**src/rtl/wm_phase_actuator.sv**
```systemverilog
// Washing-machine phase actuator: takes one-hot soak/wash/rinse/spin level
// requests and drives the fill valve, drum motor and drain valve through timed
// fill, run and drain states, reporting completion or abort to the controller.
module wm_phase_actuator #(
  parameter int PRESCALE    = 4,
  parameter int CNT_W       = 8,
  parameter int FILL_TICKS  = 3,
  parameter int DRAIN_TICKS = 2,
  parameter int SOAK_TICKS  = 5,
  parameter int WASH_TICKS  = 6,
  parameter int RINSE_TICKS = 4,
  parameter int SPIN_TICKS  = 5
) (
  input  logic       clock,
  input  logic       reset_n,
  input  logic       lid,
  input  logic       soak_Operation,
  input  logic       wash_Operation,
  input  logic       rinse_Operation,
  input  logic       spin_Operation,
  output logic       fill_valve,
  output logic       drain_valve,
  output logic       motor_on,
  output logic [1:0] motor_speed,
  output logic       water_full,
  output logic       busy,
  output logic       phase_done,
  output logic       aborted,
  output logic       req_error
);

  typedef enum logic [2:0] {IDLE, FILL, RUN, DRAIN, DONE, HOLD} state_e;

  localparam int PW = (PRESCALE > 1) ? $clog2(PRESCALE) : 1;
  localparam logic [1:0] PH_SOAK  = 2'd0;
  localparam logic [1:0] PH_WASH  = 2'd1;
  localparam logic [1:0] PH_RINSE = 2'd2;
  localparam logic [1:0] PH_SPIN  = 2'd3;

  state_e           state_q, state_d;
  logic [1:0]       phase_q, phase_d;
  logic             preSpin_q, preSpin_d;
  logic             abort_q, abort_d;
  logic             waterFull_q, waterFull_d;
  logic             aborted_q, aborted_d;
  logic             reqError_q, reqError_d;
  logic [PW-1:0]    presc_q, presc_d;
  logic [CNT_W-1:0] tick_q, tick_d;

  logic [3:0]       reqVec;
  logic [1:0]       reqId;
  logic             reqLatched, oneHot, multiReq, paused, tickNow, expire, dropNow;
  logic [CNT_W-1:0] runTicks, target;

  assign reqVec     = {spin_Operation, rinse_Operation, wash_Operation, soak_Operation};
  assign reqId      = soak_Operation ? PH_SOAK : wash_Operation ? PH_WASH :
                      rinse_Operation ? PH_RINSE : PH_SPIN;
  assign reqLatched = reqVec[phase_q];
  assign oneHot     = (reqVec != 4'd0) && ((reqVec & (reqVec - 4'd1)) == 4'd0);
  assign multiReq   = (reqVec != 4'd0) && !oneHot;
  assign paused     = lid && ((state_q == FILL) || (state_q == RUN));
  assign tickNow    = (presc_q == PW'(PRESCALE - 1));
  assign expire     = tickNow && !paused && (tick_q == target - CNT_W'(1));
  assign dropNow    = (state_q == DRAIN) && preSpin_q && !abort_q && !reqLatched;

  // Select the run length of the latched phase and the duration of the current state.
  always_comb begin
    runTicks = CNT_W'(SOAK_TICKS);
    target   = CNT_W'(1);
    case (phase_q)
      PH_WASH:  runTicks = CNT_W'(WASH_TICKS);
      PH_RINSE: runTicks = CNT_W'(RINSE_TICKS);
      PH_SPIN:  runTicks = CNT_W'(SPIN_TICKS);
      default:  runTicks = CNT_W'(SOAK_TICKS);
    endcase
    case (state_q)
      FILL:    target = CNT_W'(FILL_TICKS);
      RUN:     target = runTicks;
      DRAIN:   target = CNT_W'(DRAIN_TICKS);
      default: target = CNT_W'(1);
    endcase
  end

  // Phase sequencing, cancel handling and timing; timers restart on each state change.
  always_comb begin
    state_d     = state_q;
    phase_d     = phase_q;
    preSpin_d   = preSpin_q;
    abort_d     = abort_q;
    waterFull_d = waterFull_q;
    aborted_d   = 1'b0;
    reqError_d  = 1'b0;
    presc_d     = presc_q;
    tick_d      = tick_q;

    if (!paused) begin
      presc_d = tickNow ? '0 : presc_q + PW'(1);
      if (tickNow && (tick_q != '1)) begin
        tick_d = tick_q + CNT_W'(1);
      end
    end

    case (state_q)
      IDLE: begin
        if (!lid && oneHot) begin
          phase_d   = reqId;
          abort_d   = 1'b0;
          preSpin_d = 1'b0;
          if (reqId == PH_SPIN) begin
            preSpin_d = 1'b1;
            state_d   = DRAIN;
          end else begin
            state_d = waterFull_q ? RUN : FILL;
          end
        end else if (!lid && multiReq) begin
          reqError_d = 1'b1;
        end
      end
      FILL: begin
        if (!reqLatched) begin
          aborted_d = 1'b1;
          abort_d   = 1'b1;
          state_d   = DRAIN;
        end else if (expire) begin
          waterFull_d = 1'b1;
          state_d     = RUN;
        end
      end
      RUN: begin
        if (!reqLatched) begin
          aborted_d = 1'b1;
          if (waterFull_q) begin
            abort_d = 1'b1;
            state_d = DRAIN;
          end else begin
            state_d = IDLE;
          end
        end else if (expire) begin
          state_d = (phase_q == PH_RINSE) ? DRAIN : DONE;
        end
      end
      DRAIN: begin
        if (dropNow) begin
          aborted_d = 1'b1;
          abort_d   = 1'b1;
        end
        if (expire) begin
          waterFull_d = 1'b0;
          preSpin_d   = 1'b0;
          if (abort_q || dropNow) begin
            state_d = IDLE;
          end else if (preSpin_q) begin
            state_d = RUN;
          end else begin
            state_d = DONE;
          end
        end
      end
      DONE: state_d = HOLD;
      HOLD: begin
        if (!reqLatched) begin
          state_d = IDLE;
        end
      end
      default: state_d = IDLE;
    endcase

    if (state_d != state_q) begin
      presc_d = '0;
      tick_d  = '0;
    end
  end

  // State, flags, timers and registered pulses; reset drops everything immediately.
  always_ff @(posedge clock or negedge reset_n) begin
    if (!reset_n) begin
      state_q     <= IDLE;
      phase_q     <= PH_SOAK;
      preSpin_q   <= 1'b0;
      abort_q     <= 1'b0;
      waterFull_q <= 1'b0;
      aborted_q   <= 1'b0;
      reqError_q  <= 1'b0;
      presc_q     <= '0;
      tick_q      <= '0;
    end else begin
      state_q     <= state_d;
      phase_q     <= phase_d;
      preSpin_q   <= preSpin_d;
      abort_q     <= abort_d;
      waterFull_q <= waterFull_d;
      aborted_q   <= aborted_d;
      reqError_q  <= reqError_d;
      presc_q     <= presc_d;
      tick_q      <= tick_d;
    end
  end

  // Actuators decoded from state; an open lid cuts the fill valve and motor at once.
  always_comb begin
    fill_valve  = (state_q == FILL) && !lid;
    drain_valve = (state_q == DRAIN);
    motor_on    = (state_q == RUN) && !lid && (phase_q != PH_SOAK);
    motor_speed = 2'd0;
    if (motor_on) begin
      motor_speed = (phase_q == PH_SPIN) ? 2'd3 : 2'd1;
    end
    water_full  = waterFull_q;
    busy        = (state_q != IDLE);
    phase_done  = (state_q == DONE);
    aborted     = aborted_q;
    req_error   = reqError_q;
  end

endmodule

```
**config.mk**
```make
export PLATFORM = sky130hd
export DESIGN_NAME = wm_phase_actuator
export DESIGN_NICKNAME = d
export VERILOG_FILES = /design/src/rtl/wm_phase_actuator.sv
export SDC_FILE = /design/constraint.sdc
export NUM_CORES = 1
export LEC_CHECK = 0
export BUFFER_PORTS_ARGS = -buffer_cell sky130_fd_sc_hd__buf_2
export CAP_MARGIN = 20
export CORE_UTILIZATION = 35
export CTS_CLUSTER_DIAMETER = 60
export DETAILED_ROUTE_END_ITERATION = 6
export GPL_ROUTABILITY_DRIVEN = 0
export GPL_TIMING_DRIVEN = 0
export PLACE_DENSITY_LB_ADDON = 0.2
export SLEW_MARGIN = 0
export SYNTH_ARGS = -nofsm -noshare
export SYNTH_HDL_FRONTEND = slang
export SYNTH_SLANG_ARGS = --single-unit
```
**constraint.sdc**
```tcl
create_clock -name clock -period 3.9 [get_ports clock]
set_input_delay 0.39 -clock clock [delete_from_list [all_inputs] [get_ports clock]]
set_output_delay 0.39 -clock clock [all_outputs]
set_load 0.005 [all_outputs]
```
# == Word level (Yosys, flattened, before mapping) ==
# Cells that the tools add are included.
# classes
n_reduce_logical,36
mux,48
n_div,0
multipliers,0
magnitude_cmp,1
bitwise,1
add_sub_neg,4
eq_ne,22
shift,0
# op_table
operator,n
$mux W3,10
$mux W8,3
$pmux W8 S3,1
$mux W2,10
$pmux W3 S6,1
$mux W1,17
$logic_and A1 B1 Y1,14
$ne A2 B2 Y1 const B,6
$add A8 B1 Y8 const B,1
$eq A2 B2 Y1 const B,4
$eq A8 B8 Y1,1
$ne A8 B8 Y1 const B,1
$reduce_bool A2 Y1,4
$reduce_bool A4 Y1,2
$sub A8 B1 Y8 const B,1
$eq A3 B2 Y1 const B,2
$eq A3 B3 Y1 const B,2
$ne A2 B1 Y1 const B,3
$pmux W1 S2,3
$reduce_and A6 Y1,1
$logic_not A1 Y1,5
$and A4 B4 Y4,1
$logic_not A4 Y1,1
$pmux W1 S4,1
15 further kinds,17
# totals
rom_bits,0
ram_bits,0
latch_bits,0
input_bits,7
n_memories,0
register_bits,20
output_inout_bits,10
elab_cells,121

# == Longest topological paths before layout ==
# logic_depth
depth_word,12
ltp_mapped,16
ltp_nobuf,13

# == Least setup slack after synthesis ==
# No wires, ideal clock.
# synth_timing
path_kind,register to register
start,register phase_q[1]
end,register presc_q[0]
arrival_ns,2.919
synth_period_minus_slack_ns,3.006
required_time_ns,3.813
n_path_buf,3
slack_ns,0.894
path_stages_with_launch,17
setup_time_ns,0.087
path_cell_list,dfrtp_1 -> buf_4 -> inv_1 -> ha_1 -> a21oi_1 -> or2_2 -> ha_1 -> ha_1 -> or3_1 -> nand2_1 -> nand3_4 -> or2_1 -> buf_2 -> mux2i_1 -> o21ba_2 -> buf_6 -> nor3_1
# synth_between
elab_chain_len,11
elab_cells_between_ends,24
classes_between,1 x add/sub; 5 x eq/ne; 14 x mux; 4 x reduce/logical
# synth_lines
element,line_no,text
"start, declared",41,"logic [1:0] phase_q, phase_d;"
"start signal, assigned",188,phase_q <= phase_d;
$eq A2 B2 Y1 / $eq A2 B1 Y1 (equally long branches),"70, 139",
$pmux W2 S2,70,case (phase_q)
$pmux W8 S3,76,case (state_q)
$sub A8 B1 Y8,63,assign expire = tickNow && !paused && (tick_q == target - CNT_W'(1));
$eq A8 B8 Y1,63,
$logic_and A1 B1 Y1,63,
$mux W3 (on tied branches),"138, 124",
$mux W3 (on tied branches),"130, 120",
$pmux W3 S6 (*),103,case (state_q)
$ne A3 B3 Y1 (*),168,if (state_d != state_q) begin
$ne A2 B1 Y1 (no line) / $mux W2 (equally long branches),--,
"end signal, assigned",194,presc_q <= presc_d;
"end, declared",47,"logic [PW-1:0] presc_q, presc_d;"
# Mark *: on every way between the ends. The rest lies on a longest branch, timed or not. The select of a mux whose other input is x is not followed.
# A chain may end at the register's enable or synchronous reset.

# == Final worst setup path ==
# layout_timing
start,register phase_q[0]
end,register tick_q[2]
# layout_between
elab_chain_len,12
elab_cells_between_ends,26
classes_between,1 x add/sub; 5 x eq/ne; 14 x mux; 6 x reduce/logical
# layout_lines
element,line_no,text
$eq A2 B2 Y1 / $eq A2 B1 Y1 (equally long branches),"70, 139",
$pmux W2 S2,70,
$pmux W8 S3,76,
$sub A8 B1 Y8,63,
$eq A8 B8 Y1,63,
$logic_and A1 B1 Y1,63,
$mux W3 (on tied branches),"138, 124",
$mux W3 (on tied branches),"130, 120",
$pmux W3 S6 (*),103,
$ne A3 B3 Y1 (*),168,
$ne A2 B1 Y1 (no line) / $reduce_bool A2 Y1 (equally long branches),--,
$reduce_and A2 Y1 (no line),--,
"end signal, assigned",195,tick_q <= tick_d;
"end, declared",48,"logic [CNT_W-1:0] tick_q, tick_d;"
# Marks and branches as above.

==> results.tsv <==
stage	metric	value	unit
critical_path	most frequent CP cell	ha_1	
critical_path	startpoint types	register	
synth	mapped cell area	1740	um^2
synth	yosys warns	0	
synth	area leader, netlist	dfrtp_1	
synth	#FFs+latches synth	20	
routing	Iteration-0 DRC Markers	57	
synth	combinational family with the most area after synthesis	simple AND/OR/NAND/NOR gates	
clock_tree	post-CTS setup buffer count	0	
clock_tree	cts hold-fix bufs	0	
final_layout	Final Cell Area	1970	um^2
synth	post-synthesis cell count	203	
floorplanning	Initial Util	0.366	
clock_tree	H-tree depth	1	
critical_path	CP required	4080	ps
routing	routed len/inst	13.8	um
final_layout	synth-to-layout area growth	13.5	%
global_route	total gr overflow	0	
critical_path	worst path arrival time	3450	ps
sta	Tcrit/Tclk final	0.838	
critical_path	Crit path largest cell delay	460	ps
sta	final setup vio count	0	
routing	# DRC	0	
critical_path	crit-path max FO	10	
job	Max Cap Viol	0	
synth	Post-synth EDFFs	0	
sta	final hold violations	0	
synth	top cells by area, synth	dfrtp_1, ha_1, nor3_1, a21oi_1, nor2_1	
synth	area share of the largest cell type after synthesis	0.288	
placed_design	Post-Place Cell Area	1900	um^2
synth	syn nets	218	
final_layout	nets	239	
floorplanning	FP Rows	25	
sta	clock skew	4.17	ps
synth	mux contribution to synthesized area	0.0482	
synth	post-synthesis simple-gate area fraction	0.289	
synth	FFs w/ async S/R, synth	1.00	
sta	fmax	306	MHz
sta	min Tclk post-route	3270	ps
final_layout	layout cell share with drive strength beyond 1	0.215	
placed_design	PortBufs	16	
floorplanning	die area	5250	um^2
placed_design	HPWL after DPL	3020	um
floorplanning	core area	4750	um^2
outcome	outcome	finished clean	
critical_path	reg-to-reg critical path endpoint	tick_q[2]	
clock_tree	total CTS buffers	3	
critical_path	Stages on worst setup path	15	
routing	DRT Pass-1 Iters	4	
pwr	Leak	0.000863	uW
synth	distinct cell type count after synthesis	52	
synth	Post-Synth Adder-Cell Area	0.0576	
clock_tree	CTS root buf	clkbuf_8	
synth	most common cell in the netlist	dfrtp_1	
final_layout	FILL cells	509	
sta	Setup WS post-layout	634	ps
critical_path	CP max-delay cell	dfrtp_1	
critical_path	Setup crit end kind	register	
floorplanning	Die Ht	72.5	um
global_route	first-pass GRT wire length	6880	um
clock_tree	CTS resizes	0	
critical_path	R2R setup slack	630	ps
critical_path	CP Class	reg2reg	
routing	vias	1534	
clock_tree	deepest clock path buffer count	2	
pwr	Cell Pwr Density	585	nW/um^2
critical_path	worst r2r src	phase_q[0]	
routing	antenna-violating nets left	0	
routing	final WL	4000	um
pwr	Power Total	1150	uW
sta	Slew @ Worst Pin	522	ps
floorplanning	Die X	72.5	um
global_route	vias in the first global route	1465	
pwr	VDD IR max	215	uV
sta	setup TNS	0	ps
synth	register area share after synthesis	0.288	
critical_path	WP buf/inv	3	
synth	ys flop type	dfrtp_1	
final_layout	n_diodes	0	
sta	Slew HR	0.652	
synth	Synth Area per Inst	8.56	um^2
synth	xor and xnor fraction of the mapped netlist area	0.0554	
global_route	total track usage	0.166	
global_route	largest net degree at the start of global routing	21	
sta	RSZ-0062 raised after global routing	false	
critical_path	R2R cell count	15	
clock_tree	Worst-path clk slew	90	ps
placed_design	setup slack at placement	606	ps
routing	vias per inst	5.29	
min_path	Hold Crit Class	in2async	
critical_path	CP Cell Sequence	inv_1 > ha_1 > nor2_1 > nor2_1 > ha_1 > ha_1 > or3_1 > nand2_1 > nand3_4 > or2_1 > buf_2 > mux2i_1 > o21ba_2 > buf_6 > nor3_1	
global_route	initial antenna violation count	0	
floorplanning	IO Count	17	
sta	Max Slew Vio Count	0	
synth	fraction of the mapped netlist area in compound gates	0.194	
critical_path	cell family with most CP delay	simple AND/OR/NAND/NOR gates	
synth	top cells by count, synth	dfrtp_1, nor2_1, nor3_1	
clock_tree	Worst-Skew Late Latency	270	ps
clock_tree	clock sink total	20	
clock_tree	TritonCTS clock tree	yes	
stage by stage:
stage | util | hold slack (ps) | instances
2_1_floorplan | - | 94.4 | 203
3_3_place_gp | 0.400 | 389 | 286
3_5_place_dp | 0.400 | 401 | 286
4_1_cts | 0.415 | 91.5 | 290
5_1_grt | 0.415 | 109 | 290
6_report | 0.415 | 69.0 | 290
kinds of logic (layout without fill, tap and decap cells):
logic type      Yosys count  after routing
buf+inv                  20             40
mux                       7              7
fa+ha+maj                 8              8
flops                    20             20
simple gates             87             87
xor+xnor                 11             11
compound gates           50             50
cells in the final DEF (no fill, tap or decap), types with 2 or more instances in the layout:
master / n
and2_1: 3
nor4_1: 4
o21ai_0: 14
nand2_1: 6
a211oi_1: 2
xor2_1: 7
inv_1: 7
o21ai_1: 2
a21oi_1: 16
buf_4: 3
clkbuf_1: 3
or2_1: 3
nand4_1: 2
ha_1: 8
xnor2_1: 4
mux2i_1: 5
buf_2: 19
nand3_1: 4
or3_1: 3
or2_2: 3
buf_6: 3
nor3_1: 17
nand2b_1: 8
clkbuf_8: 3
dfrtp_1: 20
o31ai_1: 4
and3_1: 5
nor2_1: 19
worst max-delay path by stage:
stage | start | endpoint
4_1_cts | phase_q[0] | tick_q[2]
6_report | phase_q[0] | tick_q[2]
3_3_place_gp | phase_q[0] | presc_q[0]
2_1_floorplan | phase_q[1] | presc_q[0]
5_1_grt | phase_q[0] | tick_q[5]
3_5_place_dp | phase_q[0] | tick_q[2]
flip-flops by register name (all words and copies together) (netlist names):
signal,cells
aborted,1
tick_q,8
state_q,3
water_full,1
abort_q,1
phase_q,2
req_error,1
preSpin_q,1
presc_q,2
power by group:
| group | total (uW) | internal [uW] | switching [uW] |
|---|---|---|---|
| Clock | 219 | 137 | 81.9 |
| Combinational | 653 | 280 | 373 |
| Sequential | 282 | 247 | 34.8 |
| Total | 1150 | 665 | 490 |
worst reg2reg max path, stage by stage, from the launching register on:
cell,delay (ps)
dfrtp_1,460
inv_1,130
ha_1,300
nor2_1,180
nor2_1,70
ha_1,190
ha_1,180
or3_1,360
nand2_1,110
nand3_4,110
or2_1,240
buf_2,160
mux2i_1,130
o21ba_2,230
buf_6,140
nor3_1,180
cell type report:
| type | count | area [um^2] | share of cell area |
|---|---|---|---|
| clock inverters | 1 | 30.0 | 0.0152 |
| clock buffers | 3 | 41.3 | 0.0209 |
| multi-input cells | 163 | 1120 | 0.568 |
| flip-flops and latches | 20 | 500 | 0.254 |
| well taps | 67 | 83.8 | 0.0425 |
| inverters | 7 | 26.3 | 0.0133 |
| plain buffers | 13 | 90.1 | 0.0457 |
| repair buffers | 16 | 80.1 | 0.0406 |
per-layer routing:
metal,GRT usage,vias to the layer above,part of all wire
li1,-,772,-
met1,0.242,739,0.50
met2,0.254,18,0.47
met3,0.0222,5,0.018
met4,0.0545,0,0.014
met5,0,-,0
No activity file was read; power rests on OpenSTA's default activity.
